--- config.mk ---
export PLATFORM = sky130hd
export DESIGN_NAME = mem_access_stage
export DESIGN_NICKNAME = d
export VERILOG_FILES = /design/src/rtl/mem_access_stage_pkg.sv /design/src/rtl/mem_access_stage_mm_wb_mux.sv /design/src/rtl/mem_access_stage.sv
export SDC_FILE = /design/constraint.sdc
export NUM_CORES = 1
export LEC_CHECK = 0
export CAP_MARGIN = 20
export CORE_AREA = 2 2 112 114
export DETAILED_ROUTE_END_ITERATION = 8
export DIE_AREA = 0 0 114 116
export DONT_BUFFER_PORTS = 1
export PLACE_DENSITY = 0.69
export SLEW_MARGIN = 10
export SYNTH_ARGS = -nofsm -noshare
export SYNTH_HDL_FRONTEND = slang
export SYNTH_HIERARCHICAL = 1
export SYNTH_SLANG_ARGS = --single-unit
--- constraint.sdc ---
create_clock -name CLK -period 5.25 [get_ports CLK]
set_clock_uncertainty 0.1 [all_clocks]
set_input_delay 0.7875 -clock CLK [delete_from_list [all_inputs] [get_ports CLK]]
set_output_delay 0.7875 -clock CLK [all_outputs]
set_load 0.05 [all_outputs]
--- src/rtl/mem_access_stage_pkg.sv ---
// Shared CPU word/register types and the MEM-stage control enums.
package cpu_types_pkg;
  localparam int WORD_W    = 32;
  localparam int REGBITS_W = 5;
  typedef logic [WORD_W-1:0]    word_t;
  typedef logic [REGBITS_W-1:0] regbits_t;
endpackage

package control_unit_types_pkg;
  typedef enum logic [1:0] {
    MTR_ALU = 2'd0,
    MTR_MEM = 2'd1,
    MTR_NPC = 2'd2
  } memtoreg_t;

  typedef enum logic [1:0] {
    IDLE   = 2'd0,
    ACCESS = 2'd1,
    DONE   = 2'd2
  } memst_t;
endpackage

--- src/rtl/mem_access_stage_mm_wb_mux.sv ---
// Write-back source select shared by the MEM/WB latch and the forwarding path.
module mm_wb_mux
  import control_unit_types_pkg::*;
#(
  parameter int DATA_W = 32
) (
  input  memtoreg_t         memtoreg_i,
  input  logic              is_load_i,
  input  logic [DATA_W-1:0] alu_i,
  input  logic [DATA_W-1:0] load_i,
  input  logic [DATA_W-1:0] npc_i,
  output logic [DATA_W-1:0] wdat_o
);

  always_comb begin
    wdat_o = alu_i;
    unique case (memtoreg_i)
      MTR_MEM: if (is_load_i) wdat_o = load_i;  // MEM select without a read falls back to ALU
      MTR_NPC: wdat_o = npc_i;
      default: wdat_o = alu_i;
    endcase
  end

endmodule

--- src/rtl/mem_access_stage.sv ---
// MEM stage: dcache request/stall FSM, MEM/WB latch and MEM-stage forwarding.
// Optional load-linked/store-conditional support is built when LLSC_EN is defined.
module mem_access_stage
  import cpu_types_pkg::*;
  import control_unit_types_pkg::*;
#(
  parameter int DATA_W = $bits(word_t),
  parameter int REG_W  = $bits(regbits_t)
) (
  input  logic              CLK,
  input  logic              nRST,
  input  logic              mm_valid,
  input  logic              mm_dREN,
  input  logic              mm_dWEN,
  input  logic              mm_RegWEN,
  input  logic [1:0]        mm_MemtoReg,
  input  logic [REG_W-1:0]  mm_rd,
  input  logic [DATA_W-1:0] mm_ALUOut,
  input  logic [DATA_W-1:0] mm_store,
  input  logic [DATA_W-1:0] mm_npc,
  input  logic              mm_halt,
  input  logic              mm_ll,
  input  logic              mm_sc,
  input  logic              wb_en,
  input  logic              dhit,
  input  logic [DATA_W-1:0] dmemload,
  output logic              dmemREN,
  output logic              dmemWEN,
  output logic [DATA_W-1:0] dmemaddr,
  output logic [DATA_W-1:0] dmemstore,
  output logic              mm_stall,
  output logic              fwd_valid,
  output logic [REG_W-1:0]  fwd_rd,
  output logic [DATA_W-1:0] fwd_data,
  output logic              wb_valid,
  output logic              wb_RegWEN,
  output logic [REG_W-1:0]  wb_rd,
  output logic [DATA_W-1:0] wb_wdat,
  output logic              wb_halt
);

  memst_t            state_q, state_d;
  logic [DATA_W-1:0] load_q, load_d;
  logic              halted_q, halted_d;
  logic              wb_valid_q, wb_valid_d;
  logic              wb_regwen_q, wb_regwen_d;
  logic [REG_W-1:0]  wb_rd_q, wb_rd_d;
  logic [DATA_W-1:0] wb_wdat_q, wb_wdat_d;
  logic [DATA_W-1:0] wdat_sel, fwd_sel;
  logic              mem_op, is_load, sc_fail, done_now, req_en, fwd_ok;

  assign mem_op  = mm_valid & (mm_dREN | mm_dWEN) & ~halted_q;
  assign is_load = mm_dREN & ~mm_dWEN & ~halted_q;

`ifdef LLSC_EN
  logic              link_valid_q, link_valid_d;
  logic [DATA_W-1:0] link_addr_q, link_addr_d;
  logic              is_sc, sc_ok;

  assign is_sc   = mm_sc & mm_dWEN;
  assign sc_ok   = link_valid_q && (link_addr_q == mm_ALUOut);
  assign sc_fail = is_sc & ~sc_ok;
  // The SC result is produced here, not by the ALU, so it is never forwarded.
  assign fwd_ok  = ~is_sc;

  always_comb begin
    link_valid_d = link_valid_q;
    link_addr_d  = link_addr_q;
    if (wb_en && !mm_stall && mm_valid && !halted_q) begin
      if (is_sc) begin
        link_valid_d = 1'b0;
      end else if (mm_dREN && mm_ll) begin
        link_valid_d = 1'b1;
        link_addr_d  = mm_ALUOut;
      end
    end
  end

  always_ff @(posedge CLK or negedge nRST) begin
    if (!nRST) begin
      link_valid_q <= 1'b0;
      link_addr_q  <= '0;
    end else begin
      link_valid_q <= link_valid_d;
      link_addr_q  <= link_addr_d;
    end
  end
`else
  logic unused_llsc;
  assign unused_llsc = mm_ll ^ mm_sc;
  assign sc_fail     = 1'b0;
  assign fwd_ok      = 1'b1;
`endif

  // A failed SC never touches the bus and completes like an immediate hit.
  assign done_now = dhit | sc_fail;

  always_comb begin
    state_d  = state_q;
    load_d   = load_q;
    req_en   = 1'b0;
    mm_stall = 1'b0;
    unique case (state_q)
      IDLE: begin
        if (mem_op) begin
          req_en   = 1'b1;
          mm_stall = ~done_now;
          if (dhit) load_d = dmemload;
          state_d  = done_now ? DONE : ACCESS;
        end
      end
      ACCESS: begin
        req_en   = 1'b1;
        mm_stall = 1'b1;
        if (dhit) begin
          load_d  = dmemload;
          state_d = DONE;
        end
      end
      DONE: begin
        if (wb_en) state_d = IDLE;
      end
      default: state_d = IDLE;
    endcase
  end

  assign dmemREN   = req_en & mem_op & ~mm_dWEN;
  assign dmemWEN   = req_en & mem_op & mm_dWEN & ~sc_fail;
  assign dmemaddr  = (dmemREN | dmemWEN) ? mm_ALUOut : '0;
  assign dmemstore = dmemWEN ? mm_store : '0;

  mm_wb_mux #(.DATA_W(DATA_W)) u_wb_mux (
    .memtoreg_i (memtoreg_t'(mm_MemtoReg)),
    .is_load_i  (is_load),
    .alu_i      (mm_ALUOut),
    .load_i     (load_d),
    .npc_i      (mm_npc),
    .wdat_o     (wdat_sel)
  );

  mm_wb_mux #(.DATA_W(DATA_W)) u_fwd_mux (
    .memtoreg_i (memtoreg_t'(mm_MemtoReg)),
    .is_load_i  (1'b0),
    .alu_i      (mm_ALUOut),
    .load_i     ('0),
    .npc_i      (mm_npc),
    .wdat_o     (fwd_sel)
  );

  assign fwd_valid = mm_valid & mm_RegWEN & (mm_rd != '0) & ~mm_dREN & fwd_ok;
  assign fwd_rd    = mm_rd;
  assign fwd_data  = fwd_sel;

  always_comb begin
    wb_valid_d  = wb_valid_q;
    wb_regwen_d = wb_regwen_q;
    wb_rd_d     = wb_rd_q;
    wb_wdat_d   = wb_wdat_q;
    halted_d    = halted_q;
    if (wb_en) begin
      if (mm_stall) begin
        wb_valid_d  = 1'b0;
        wb_regwen_d = 1'b0;
      end else begin
        wb_valid_d  = mm_valid;
        wb_regwen_d = mm_valid & mm_RegWEN & ~halted_q;
        wb_rd_d     = mm_rd;
        wb_wdat_d   = wdat_sel;
`ifdef LLSC_EN
        if (is_sc) wb_wdat_d = {{(DATA_W-1){1'b0}}, sc_ok};
`endif
        if (mm_valid && mm_halt) halted_d = 1'b1;
      end
    end
  end

  always_ff @(posedge CLK or negedge nRST) begin
    if (!nRST) begin
      state_q     <= IDLE;
      load_q      <= '0;
      halted_q    <= 1'b0;
      wb_valid_q  <= 1'b0;
      wb_regwen_q <= 1'b0;
      wb_rd_q     <= '0;
      wb_wdat_q   <= '0;
    end else begin
      state_q     <= state_d;
      load_q      <= load_d;
      halted_q    <= halted_d;
      wb_valid_q  <= wb_valid_d;
      wb_regwen_q <= wb_regwen_d;
      wb_rd_q     <= wb_rd_d;
      wb_wdat_q   <= wb_wdat_d;
    end
  end

  assign wb_valid  = wb_valid_q;
  assign wb_RegWEN = wb_regwen_q;
  assign wb_rd     = wb_rd_q;
  assign wb_wdat   = wb_wdat_q;
  assign wb_halt   = halted_q;

endmodule

=== Word-level counts from Yosys, hierarchy flattened ===
Cells that the tools add are included.

* ROM bits: 0
* Memory bits (writable): 0
* Register bits: 74
* Word-level logic and storage cells: 57
* Latch bits: 0
* Memories: 0
* Output and inout port bits: 145

* Mux-type cells: 19
* $add $sub $neg: 0
* $lt $le $gt $ge: 0
* Equality and inequality tests: 7
* Multipliers: 0
* Reductions and logical operators: 6
* Shifts and indexed selects: 0
* Bitwise logic cells: 18
* Div/mod/pow operators: 0

{| class="wikitable"
|+ Operator list
! kind !! count
|-
| 32-bit 2-to-1 mux || 6
|-
| 32-bit one-hot mux with 2 select lines || 2
|-
| 1-bit bitwise AND || 11
|-
| 2-bit 2-to-1 mux || 4
|-
| 2-bit inequality test, second input constant || 3
|-
| 2-bit one-hot mux with 3 select lines || 1
|-
| 3-bit AND reduction || 2
|-
| 1-bit inverter || 5
|-
| 5-bit nonzero test || 1
|-
| 2-bit by 1-bit == test with 1-bit output, second input constant || 2
|-
| 2-bit == test, second input constant || 2
|-
| 1-bit 2-to-1 mux || 4
|-
| 1-bit one-hot mux with 2 select lines || 2
|-
| 2-bit logical NOT || 1
|-
| 1-bit bitwise OR || 2
|-
| 2-bit AND reduction || 1
|-
| 1-bit logical AND || 1
|}

=== Logic depth before layout (Yosys ltp) ===
Gate-level depths: netlist of run 1.

* Depth after elaboration: 9
* Gate-level depth with buffers: 9
* Mapped depth without buffers: 8

=== Cells and area by module ===
The synthesis of run 1 kept the hierarchy.

{| class="wikitable"
|+ Modules (own cells, without submodules)
! module !! instances !! area each (µm²) !! sequential area each (µm²) !! cells an instance
|-
| mem_access_stage || 1 || 3550.9 || 1851.8 || 257
|-
| mm_wb_mux || 2 || 840.8 || 0.0 || 153
|}

=== Least setup slack after synthesis of run 1 ===
No wires, ideal clock.

* Path type: input to output
* Start point: in mm_valid
* End point: out dmemstore[22]
* Arrival: 2372 ps
* Required time: 4363 ps
* Setup slack: 1991 ps
* Cell stages on the path: 4
* Path through: nand2b_1 nor3b_1 clkbuf_1 and2_1

* Cells in the longest elaborated chain, start to end: 7

{| class="wikitable"
|+ Ends and longest elaborated chain
! item !! line !! text
|-
| start: declaration || mem_access_stage.sv:12 || <nowiki>input logic mm_valid,</nowiki>
|-
| 1-bit bitwise AND * (2 in a row) || mem_access_stage.sv:52 || <nowiki>assign mem_op = mm_valid & (mm_dREN | mm_dWEN) & ~halted_q;</nowiki>
|-
| 1-bit 2-to-1 mux || mem_access_stage.sv:105 || <nowiki>if (mem_op) begin</nowiki>
|-
| 1-bit one-hot mux with 2 select lines || mem_access_stage.sv:103 || <nowiki>unique case (state_q)</nowiki>
|-
| 1-bit bitwise AND * (2 in a row) || mem_access_stage.sv:128 || <nowiki>assign dmemWEN = req_en & mem_op & mm_dWEN & ~sc_fail;</nowiki>
|-
| named net dmemWEN || mem_access_stage.sv:28 || <nowiki>output logic dmemWEN,</nowiki>
|-
| 32-bit 2-to-1 mux * || mem_access_stage.sv:130 || <nowiki>assign dmemstore = dmemWEN ? mm_store : '0;</nowiki>
|-
| end: declaration || mem_access_stage.sv:30 || <nowiki>output logic [DATA_W-1:0] dmemstore,</nowiki>
|}

The timed path passes the listed nets; every way through them passes the cells marked *.

=== Final worst setup path of run 1 ===
* Start point: reg halted_q (netlist: wb_halt)
* End point: out dmemaddr[29]

* Cells in the longest elaborated chain, start to end: 8

{| class="wikitable"
|+ Ends and longest elaborated chain
! item !! line !! text
|-
| start: declaration || mem_access_stage.sv:44 || <nowiki>logic halted_q, halted_d;</nowiki>
|-
| start signal: assignment || mem_access_stage.sv:189 || <nowiki>halted_q <= halted_d;</nowiki>
|-
| 1-bit inverter * || mem_access_stage.sv:52 ||
|-
| 1-bit bitwise AND * || mem_access_stage.sv:52 ||
|-
| 1-bit 2-to-1 mux || mem_access_stage.sv:105 ||
|-
| 1-bit one-hot mux with 2 select lines || mem_access_stage.sv:103 ||
|-
| 1-bit bitwise AND * || mem_access_stage.sv:127, mem_access_stage.sv:128 ||
|-
| 1-bit bitwise AND (on tied branches) || mem_access_stage.sv:127, mem_access_stage.sv:128 ||
|-
| 1-bit bitwise OR * || mem_access_stage.sv:129 || <nowiki>assign dmemaddr = (dmemREN | dmemWEN) ? mm_ALUOut : '0;</nowiki>
|-
| 32-bit 2-to-1 mux * || mem_access_stage.sv:129 ||
|-
| end: declaration || mem_access_stage.sv:29 || <nowiki>output logic [DATA_W-1:0] dmemaddr,</nowiki>
|}

Mark *: on every way between the ends. The rest lies on a longest branch, timed or not.

==> metrics.md, run 1 <==
| Metric | Value |
|---|---|
| Status | `finished, violations left` |
| Failing checks | `slew limit` |
| DRC Markers | `0` |
| Commonest non-fill, non-tap cell in the layout | `dfrtp_1` |
| Crit share post-route | `72.8%` |
| Main synth FF type | `dfrtp_1` |
| Root Buffer | `clkbuf_16` |
| Post-CTS setup buffers | `0` |
| Remaining antenna violation count | `0` |
| Min cycle time layout | `3.82 ns` |
| Worst EP required | `4.36 ns` |
| Synth area leaders | `dfrtp_1 35%, mux2_4 14%, o311ai_1 10%` |
| Syn Inst Count | `563` |
| Synth warn | `6` |
| Fin area | `5920 sq um` |
| Number of synthesized flops with an enable pin | `0` |
| Core area | `11900 sq um` |
| H-tree levels | `3` |
| Worst-Skew Late Latency | `0.33 ns` |
| Antenna violations before repair | `1` |
| Max Buffers Root-to-Sink | `2` |
| Worst-path cell chain | `nand2b_1, nor3_2, buf_4, and2_1` |
| CTS clk-pin slew, worst paths | `~0.06 ns` |
| Pwr dens | `between 300 and 400 nW/um^2` |
| Most area-hungry cell type in the Yosys netlist | `dfrtp_1` |
| 1st-pass router iterations | `5` |
| Final hold violation count | `0` |
| Maxcap violations | `0` |
| Rows | `40` |
| Initial Util | `between 40 and 50%` |
| Worst hold path type | `input pin to async pin` |
| Die Height | `116 um` |
| Placer Congestion | `0.844` |
| Share of layout cells above drive strength 1 | `22.8%` |
| Crit path kind | `flop to output port` |
| Leak | `2.50 nW` |
| Highest clock rate | `0.262 GHz` |
| Post-Route Utilization | `between 40 and 50%` |
| GRT Util Overall | `a little under a quarter` |
| Top-area cell type share of the netlist area | `35.4%` |
| HPWL Detailed | `~11000 um` |
| Least-Margin Pin Slew | `1.92 ns` |
| RSZ-0062 raised after global routing | `false` |
| Global-route wire length before repair | `23100 um` |
| Final Max Slew Viols | `32` |
| CTS tree | `yes` |
| Port bufs | `0` |
| Crit path from | `wb_halt` |
| Critical Path Sink Type | `output port` |
| Clock tree sinks | `74` |
| #FFs+latches synth | `74` |
| Synthesized area per cell | `about 9.3 sq um` |
| Most frequent cells in the layout | `74 x dfrtp_1, 71 x nand2_1, 68 x inv_1, 64 x and2_1, 60 x o21ai_0` |
| Post-CTS Hold Buffers | `0` |
| IO Pins | `291` |
| WP buf/inv | `1` |
| Total CTS buffers | `9` |
| Peak supply drop | `~160 uV` |
| Crit path largest cell delay | `0.81 ns` |
| Post-synthesis sequential area ratio | `35.4%` |
| Reg2reg start | `wb_halt` |
| Vias in the first global route | `4189` |
| Routed WL | `15700 um` |
| Die span in x | `114 um` |
| Top delay family on crit path | `simple AND/OR/NAND/NOR gates` |
| Vias per cell | `5.75` |
| Post-cts resize count | `0` |
| Average wire per standard cell | `21.7 um` |
| Vias | `4152` |
| Largest net degree at the start of global routing | `75` |
| DP Area | `approximately 5600 sq um` |
| Crit-path max FO | `19` |
| Critical path data arrival time | `2.93 ns` |
| Worst setup SP type | `flop` |
| Asr flop ratio synth | `100%` |
| Full die area | `~13000 sq um` |
| Area added between synthesis and finish | `13.2%` |
| Final net count | `719` |
| GRT overflow | `0` |
| Setup TNS Final | `0 ns` |
| Relative slew slack | `-28.0%` |
| Synthesized area | `5230 sq um` |
| Finish-stage setup viols | `0` |
| Netlist cell types | `38` |
| Worst hold slack | `0.0503 ns` |
| Slowest CP cell | `nor3_2` |
| Initial DRC Count | `242` |
[through the flow]
step                      power, W  setup WS [ns]  instances
after global placement     0.00164           1.79        702
after global routing       0.00246           1.24        722
after detailed placement   0.00167           1.72        703
after floorplan            0.00156           1.99        598
after CTS                  0.00236           1.35        719
final                      0.00234           1.43        722
[area by class of cell]
| type | count | area [sq um] |
|---|---|---|
| well taps | 147 | 184 |
| diodes | 1 | 2.50 |
| clock buffers | 12 | 256 |
| fillers | 1075 | 5990 |
| repair buffers | 13 | 118 |
| multi-input cells | 403 | 3180 |
| inverters | 68 | 255 |
| clock inverters | 4 | 73.8 |
| flip-flops and latches | 74 | 1850 |
[flip-flops by register name (all words and copies together) (netlist names)]
| signal | count |
|---|---|
| wb_RegWEN | 1 |
| state_q | 2 |
| wb_rd | 5 |
| wb_halt | 1 |
| wb_wdat | 32 |
| wb_valid | 1 |
| load_q | 32 |
[final timing paths]
kind                                 to  slack [ns]  cells after the start
setup reg to reg            wb_wdat[28]        1.94                      9
hold / removal               load_q[21]        0.05                      0
max in group asynchronous     load_q[8]        4.86                      0
hold reg to reg               load_q[9]        0.38                      1
setup / recovery           dmemaddr[29]        1.43                      4
min in group CLK              load_q[9]        0.38                      1
[power breakdown]
| part | total, W | leakage (nW) | switching (W) | internal [W] |
|---|---|---|---|---|
| clock network | 0.000679 | 0.163 | 0.000237 | 0.000442 |
| registers | 0.00106 | 0.901 | 0.000313 | 0.000751 |
| logic | 0.000602 | 1.43 | 0.000328 | 0.000273 |
[Yosys cell counts, types with 2 or more instances]
| cell type | instances |
|---|---|
| buf_6 | 12 |
| nor2b_2 | 2 |
| clkbuf_1 | 21 |
| nand2_1 | 71 |
| clkbuf_2 | 5 |
| mux2_2 | 10 |
| nand2b_1 | 2 |
| o211ai_1 | 2 |
| and2_1 | 64 |
| nor2b_1 | 2 |
| mux2_1 | 9 |
| nor3b_1 | 2 |
| and4b_1 | 2 |
| mux2_4 | 50 |
| o22ai_1 | 2 |
| buf_4 | 9 |
| o311ai_1 | 62 |
| ha_1 | 4 |
| dfrtp_1 | 74 |
| a21oi_1 | 2 |
| inv_1 | 68 |
| nor2_1 | 4 |
| nor3_1 | 2 |
| o21ai_0 | 60 |
| o21ai_1 | 2 |
| buf_2 | 6 |
| nand3_1 | 3 |
[metal layers]
metal	share of wire [%]	GRT usage, %
met1	37	25.7
met3	6.8	5.07
met2	54	41.3
met5	0	0
met4	2.5	11.1
[cell families after synthesis]
| logic type | after synthesis | share of synthesized area (%) |
|---|---|---|
| AND/OR/NAND/NOR | 160 | 16.2 |
| AO/OA/AOI/OAI | 134 | 17.6 |
| buffers and inverters | 121 | 11.3 |
| flip-flops | 74 | 35.4 |
| multiplexers | 69 | 18.4 |
| adder cells (fa/ha/maj) | 4 | 0.957 |
| other | 1 | 0.0717 |
Power figures use the tool's default switching activity.
==> run 2: changes to the inputs <==
- PLACE_DENSITY: 0.69 -> 0.71
- clock period: 5.25 -> 3.3 ns (I/O delays scaled with it)
==> metrics.md, run 2 (synthesized netlist as in run 1, its figures left out) <==
| Metric | Value |
|---|---|
| Critical Path Sink Type | `output port` |
| Port bufs | `0` |
| Vias per cell | `5.86` |
| Met2 Use GR | `47.3%` |
| Sequential Power Share | `42.9%` |
| Ant. Diodes | `0` |
| Worst-path cell chain | `nand2b_1, nor3b_2, buf_4, and2_1` |
| Global-route wire length before repair | `26400 um` |
| CTS tree | `yes` |
| Least-Margin Pin Slew | `just under 2 ns` |
| Worst hold slack | `0.165 ns` |
| Total CTS buffers | `9` |
| Worst-Skew Late Latency | `0.33 ns` |
| Share of layout cells above drive strength 1 | `between 20% and 30%` |
| Vias | `between 4000 and 5000` |
| Failing checks | `slew limit` |
| Crit path largest cell delay | `about 0.61 ns` |
| Leak | `2.88 nW` |
| Initial DRC Count | `between 300 and 400` |
| Top Usage Layer GRT | `met2` |
| GRT overflow | `0` |
| Finish-stage setup viols | `0` |
| Clock tree sinks | `74` |
| CTS clk-pin slew, worst paths | `0.06 ns` |
| H-tree levels | `3` |
| Rows | `40` |
| Routed WL | `17800 um` |
| HPWL Detailed | `13200 um` |
| Crit path kind | `flop to output port` |
| Reg area | `around 1900 sq um` |
| Max Buffers Root-to-Sink | `2` |
| Final net count | `between 700 and 800` |
| Met1 GRT Util | `29.8%` |
| Antenna violations before repair | `0` |
| P_int | `0.00247 W` |
| Worst setup SP type | `flop` |
| Min cycle time layout | `about 2.9 ns` |
| Remaining antenna violation count | `0` |
| Switching Power | `0.00149 W` |
| Highest clock rate | `approximately 0.35 GHz` |
| Post-CTS setup buffers | `0` |
| Placer Congestion | `0.864` |
| Worst hold path type | `input pin to flop` |
| Area of the multi-input gates | `3180 sq um` |
| Root Buffer | `clkbuf_16` |
| Clk pwr share | `26.9%` |
| Most frequent cells in the layout | `74 x dfrtp_1, 71 x nand2_1, 68 x inv_1, 64 x and2_1, 60 x o21ai_0` |
| Critical path data arrival time | `2.27 ns` |
| Filler cells | `1042` |
| Area added between synthesis and finish | `27.8%` |
| Commonest non-fill, non-tap cell in the layout | `dfrtp_1` |
| IO Pins | `291` |
| Relative slew slack | `-29.8%` |
| Met3 Usage GRT | `6.12%` |
| Full die area | `13200 sq um` |
| RSZ-0062 raised after global routing | `false` |
| Die Height | `around 120 um` |
| Crit-path max FO | `33` |
| Maxcap violations | `0` |
| Pwr dens | `592 nW/um^2` |
| Vias in the first global route | `~4700` |
| Worst EP required | `around 2.7 ns` |
| Final Max Slew Viols | `32` |
| Final hold violation count | `0` |
| Average wire per standard cell | `about 23 um` |
| Post-Route Utilization | `56.2%` |
| Combinational share of power | `around 30%` |
| Slowest CP cell | `dfrtp_1` |
| Die span in x | `114 um` |
| Status | `finished, violations left` |
| Initial Util | `43.9%` |
| Core area | `~12000 sq um` |
| 1st-pass router iterations | `6` |
| Largest net degree at the start of global routing | `75` |
| Post-cts resize count | `0` |
| GRT Util Overall | `26.1%` |
| Setup TNS Final | `0 ns` |
| DRC Markers | `0` |
| Crit share post-route | `between 80 and 90%` |
| Peak supply drop | `286 uV` |
| Switch share | `a little under two fifths` |
## run 2: cell count changes in the layout (fill, tap and decap cells not counted), sizes merged
cell,before,now
buf,13,62
clkbuf,12,10
clkinv,2,3
diode,1,0
dlygate4sd3,0,1
## run 2: critical path, delay by kind of cell, from the launching register on
family | cells | cell delay [ns]
buffers and inverters | 1 | 0.25
AND/OR/NAND/NOR | 3 | 1.07
flip-flops | 1 | 0.61
## run 2: power groups by stage
stage	registers, W	clock network [W]	logic (W)
6_report	0.00170	0.00107	0.00119
5_1_grt	0.00172	0.00112	0.00128
4_1_cts	0.00170	0.00109	0.00119
3_5_place_dp	0.00171	0	0.00116
3_3_place_gp	0.00170	0	0.00112
2_1_floorplan	0.00165	0	0.000835
## run 2: through the flow
stage	std cells	setup slack [ns]	instance area, sq um	power [W]
global route	770	0.339	6690	0.00412
floorplan	598	0.369	5360	0.00248
global placement	753	0.556	6330	0.00282
finish	770	0.437	6690	0.00396
CTS	770	0.415	6690	0.00398
detailed placement	753	0.513	6330	0.00287
## run 2: routing by layer
layer / wire, um / share of wire (%) / vias to the layer above
met5: 0 / 0 / -
met4: 280 / 1.6 / 0
met3: 1400 / 7.8 / 21
met2: 9510 / 53 / 251
met1: 6660 / 37 / 2233
li1: - / - / 2008
## run 2: layout make-up
cell class              count  share of cell area [%]
well taps                 147                    2.75
multi-input cells         403                    47.6
clock inverters             5                    1.18
flip-flops and latches     74                    27.7
clock buffers              10                    3.57
inverters                  68                    3.82
repair buffers             63                    13.4
## run 2: timing repair
action	CTS	global route
hold endpoints to repair	74	0
setup endpoints to repair	0	0
hold buffers	2	0
## run 2: final timing paths
path	start	to	slack, ns	cells past startpoint
worst max-delay path	wb_halt	dmemstore[14]	0.44	4
worst min-delay path	wb_en	wb_RegWEN	0.17	1
worst max register to register	wb_halt	wb_wdat[18]	0.53	6
worst min register to register	load_q[10]	load_q[10]	0.39	1
max in group asynchronous	nRST	load_q[27]	2.16	2
min in group asynchronous	nRST	load_q[20]	0.58	2
==> run 3: changes to the inputs <==
- ABC_AREA: default -> 1
- CORE_AREA: 2 2 112 114 -> default
- CORE_UTILIZATION: default -> 50
- DIE_AREA: 0 0 114 116 -> default
- PLACE_DENSITY: 0.71 -> 0.68
==> metrics.md, run 3 <==
| Metric | Value |
|---|---|
| Commonest non-fill, non-tap cell in the layout | `nand2_1` |
| Maxcap violations | `0` |
| RSZ-0062 raised after global routing | `false` |
| Synth cell count leaders | `302 x nand2_1, 257 x inv_1, 133 x nor2_1` |
| Placer Congestion | `0.853` |
| Vias in the first global route | `just over 6000` |
| Ant. Diodes | `0` |
| Top delay family on crit path | `buffers and inverters` |
| WP buf/inv | `3` |
| Tot Pwr | `0.00338 W` |
| Vias per cell | `5.11` |
| Relative slew slack | `between 40% and 50%` |
| Post-cts resize count | `0` |
| Worst hold slack | `0.207 ns` |
| Slowest CP cell | `nand4_2` |
| Post-Route Utilization | `59.0%` |
| Clk pwr share | `33.0%` |
| Core area | `13800 sq um` |
| Worst-path cell chain | `inv_2, nand4_2, buf_4, nor2_1, buf_4` |
| Sequential Power Share | `between 30% and 40%` |
| Final hold violation count | `0` |
| Remaining antenna violation count | `0` |
| Initial DRC Count | `between 400 and 500` |
| Finish-stage setup viols | `0` |
| Peak supply drop | `224 uV` |
| Post-synthesis sequential area ratio | `26.2%` |
| Die span in x | `~120 um` |
| Crit-path max FO | `30` |
| Clock tree sinks | `74` |
| Main synth FF type | `dfrtp_1` |
| Root Buffer | `clkbuf_16` |
| Synthesized area per cell | `6.05 sq um` |
| Vias | `7300` |
| Syn Inst Count | `around 1200` |
| Worst setup SP type | `flop` |
| Area added between synthesis and finish | `15.2%` |
| Final net count | `1394` |
| Total CTS buffers | `9` |
| Min cycle time layout | `2.78 ns` |
| Worst Reg-to-Reg Cells | `12` |
| Reg-to-reg critical path endpoint | `wb_wdat[11]` |
| Least-Margin Pin Slew | `0.772 ns` |
| GRT overflow | `0` |
| R2r setup slk | `about 1.0 ns` |
| Reg2reg start | `state_q[1]` |
| Highest clock rate | `0.360 GHz` |
| Pre-CTS setup slack | `a little under 0.8 ns` |
| Hold Path Depth | `2` |
| Final Max Slew Viols | `0` |
| Synth warn | `6` |
| Full die area | `14600 sq um` |
| HP Start | `wb_en` |
| Largest net degree at the start of global routing | `75` |
| Worst setup margin | `around 0.52 ns` |
| 1st-pass router iterations | `5` |
| Max Buffers Root-to-Sink | `2` |
| Worst hold path type | `input pin to flop` |
| Critical Path Sink Type | `output port` |
| DRC Markers | `0` |
| Post-CTS setup buffers | `0` |
| Netlist cell types | `26` |
| Critical path data arrival time | `2.18 ns` |
| Most area-hungry cell type in the Yosys netlist | `dfrtp_1` |
| Most frequent cells in the layout | `302 x nand2_1, 257 x inv_1, 133 x nor2_1, 114 x buf_4, 77 x nand3_1` |
| Global-route wire length before repair | `32900 um` |
| Worst-Skew Late Latency | `0.33 ns` |
| Crit path largest cell delay | `0.55 ns` |
| Leak | `4.57 nW` |
| Number of synthesized flops with an enable pin | `0` |
| CTS tree | `yes` |
| Share of layout cells above drive strength 1 | `roughly 18%` |
| P_int | `0.00208 W` |
| Status | `complete, no violations` |
| Switch share | `38.4%` |
| HPWL Detailed | `15800 um` |
| Combinational share of power | `28.0%` |
| H-tree levels | `3` |
| Average wire per standard cell | `around 15 um` |
| Rows | `43` |
| Switching Power | `approximately 0.0013 W` |
| Crit share post-route | `around 84%` |
| Crit path kind | `flop to output port` |
| Die Height | `approximately 120 um` |
| Top-count cell post-synth | `nand2_1` |
| Synthesized area | `7070 sq um` |
| Antenna violations before repair | `0` |
| Post-CTS Hold Buffers | `2` |
| Worst EP required | `around 2.7 ns` |
| Hold endpoint | `wb_rd[2]` |
| Initial Util | `51.2%` |
| CP most frequent cell | `buf_4` |
| Top-area cell type share of the netlist area | `a little over a quarter` |
| Pwr dens | `between 400 and 500 nW/um^2` |
| CTS clk-pin slew, worst paths | `0.06 ns` |
| IO Pins | `slightly below 300` |
| GRT Util Overall | `28.8%` |
| Asr flop ratio synth | `100%` |
| Synth area leaders | `dfrtp_1 26%, nand2_1 16%, inv_1 14%` |
| Routed WL | `21600 um` |
| #FFs+latches synth | `74` |
| Setup TNS Final | `0 ns` |
| Port bufs | `0` |
==> run 3: final cells by class <==
cell class                      count  area, sq um
Timing Repair Buffer              116          893
Clock buffer                       10          239
Fill cell                        1385         5680
Tap cell                          180          225
Sequential cell                    74         1850
Clock inverter                      5          103
Inverter                          265         1000
Multi-Input combinational cell    778         3840
==> run 3: power by group through the flow <==
stage	clock, W	sequential (W)	combinational (W)
floorplan	0	0.00130	0.000785
global placement	0	0.00133	0.000894
detailed placement	0	0.00133	0.000912
CTS	0.00113	0.00132	0.000940
global route	0.00117	0.00133	0.00105
finish	0.00112	0.00132	0.000947
==> run 3: per-layer routing <==
layer / vias to the layer above / share of wire [%] / wire length, um / track usage, %
li1: 3674 / - / - / -
met1: 3221 / 43 / 9240 / 39.9
met2: 374 / 45 / 9650 / 45.5
met3: 31 / 10 / 2250 / 5.59
met4: 0 / 2.1 / 458 / 7.87
met5: - / 0 / 0 / 0
==> run 3: how the worst max path moves through the flow <==
stage | startpoint | cells past startpoint | end | slack (ns)
floorplan | wb_halt | 4 | dmemstore[22] | 0.89
global placement | mm_MemtoReg[0] | 6 | fwd_data[16] | 0.82
detailed placement | mm_dREN | 5 | dmemstore[22] | 0.79
CTS | state_q[1] | 4 | dmemstore[22] | 0.46
global route | state_q[1] | 4 | dmemstore[23] | 0.37
finish | state_q[1] | 5 | dmemstore[4] | 0.52
==> run 3: logic make-up after synthesis <==
group           share of synthesized area [%]
simple gates                             36.5
buf+inv                                  21.3
compound gates                           15.2
flops                                    26.2
fa+ha+maj                               0.707
other cells                            0.0530
==> run 3: through the flow <==
stage                     instance area [sq um]  std cells
after floorplan                            7190       1201
after global placement                     7770       1411
after detailed placement                   7770       1411
after CTS                                  8150       1428
after global routing                       8150       1428
final                                      8150       1428
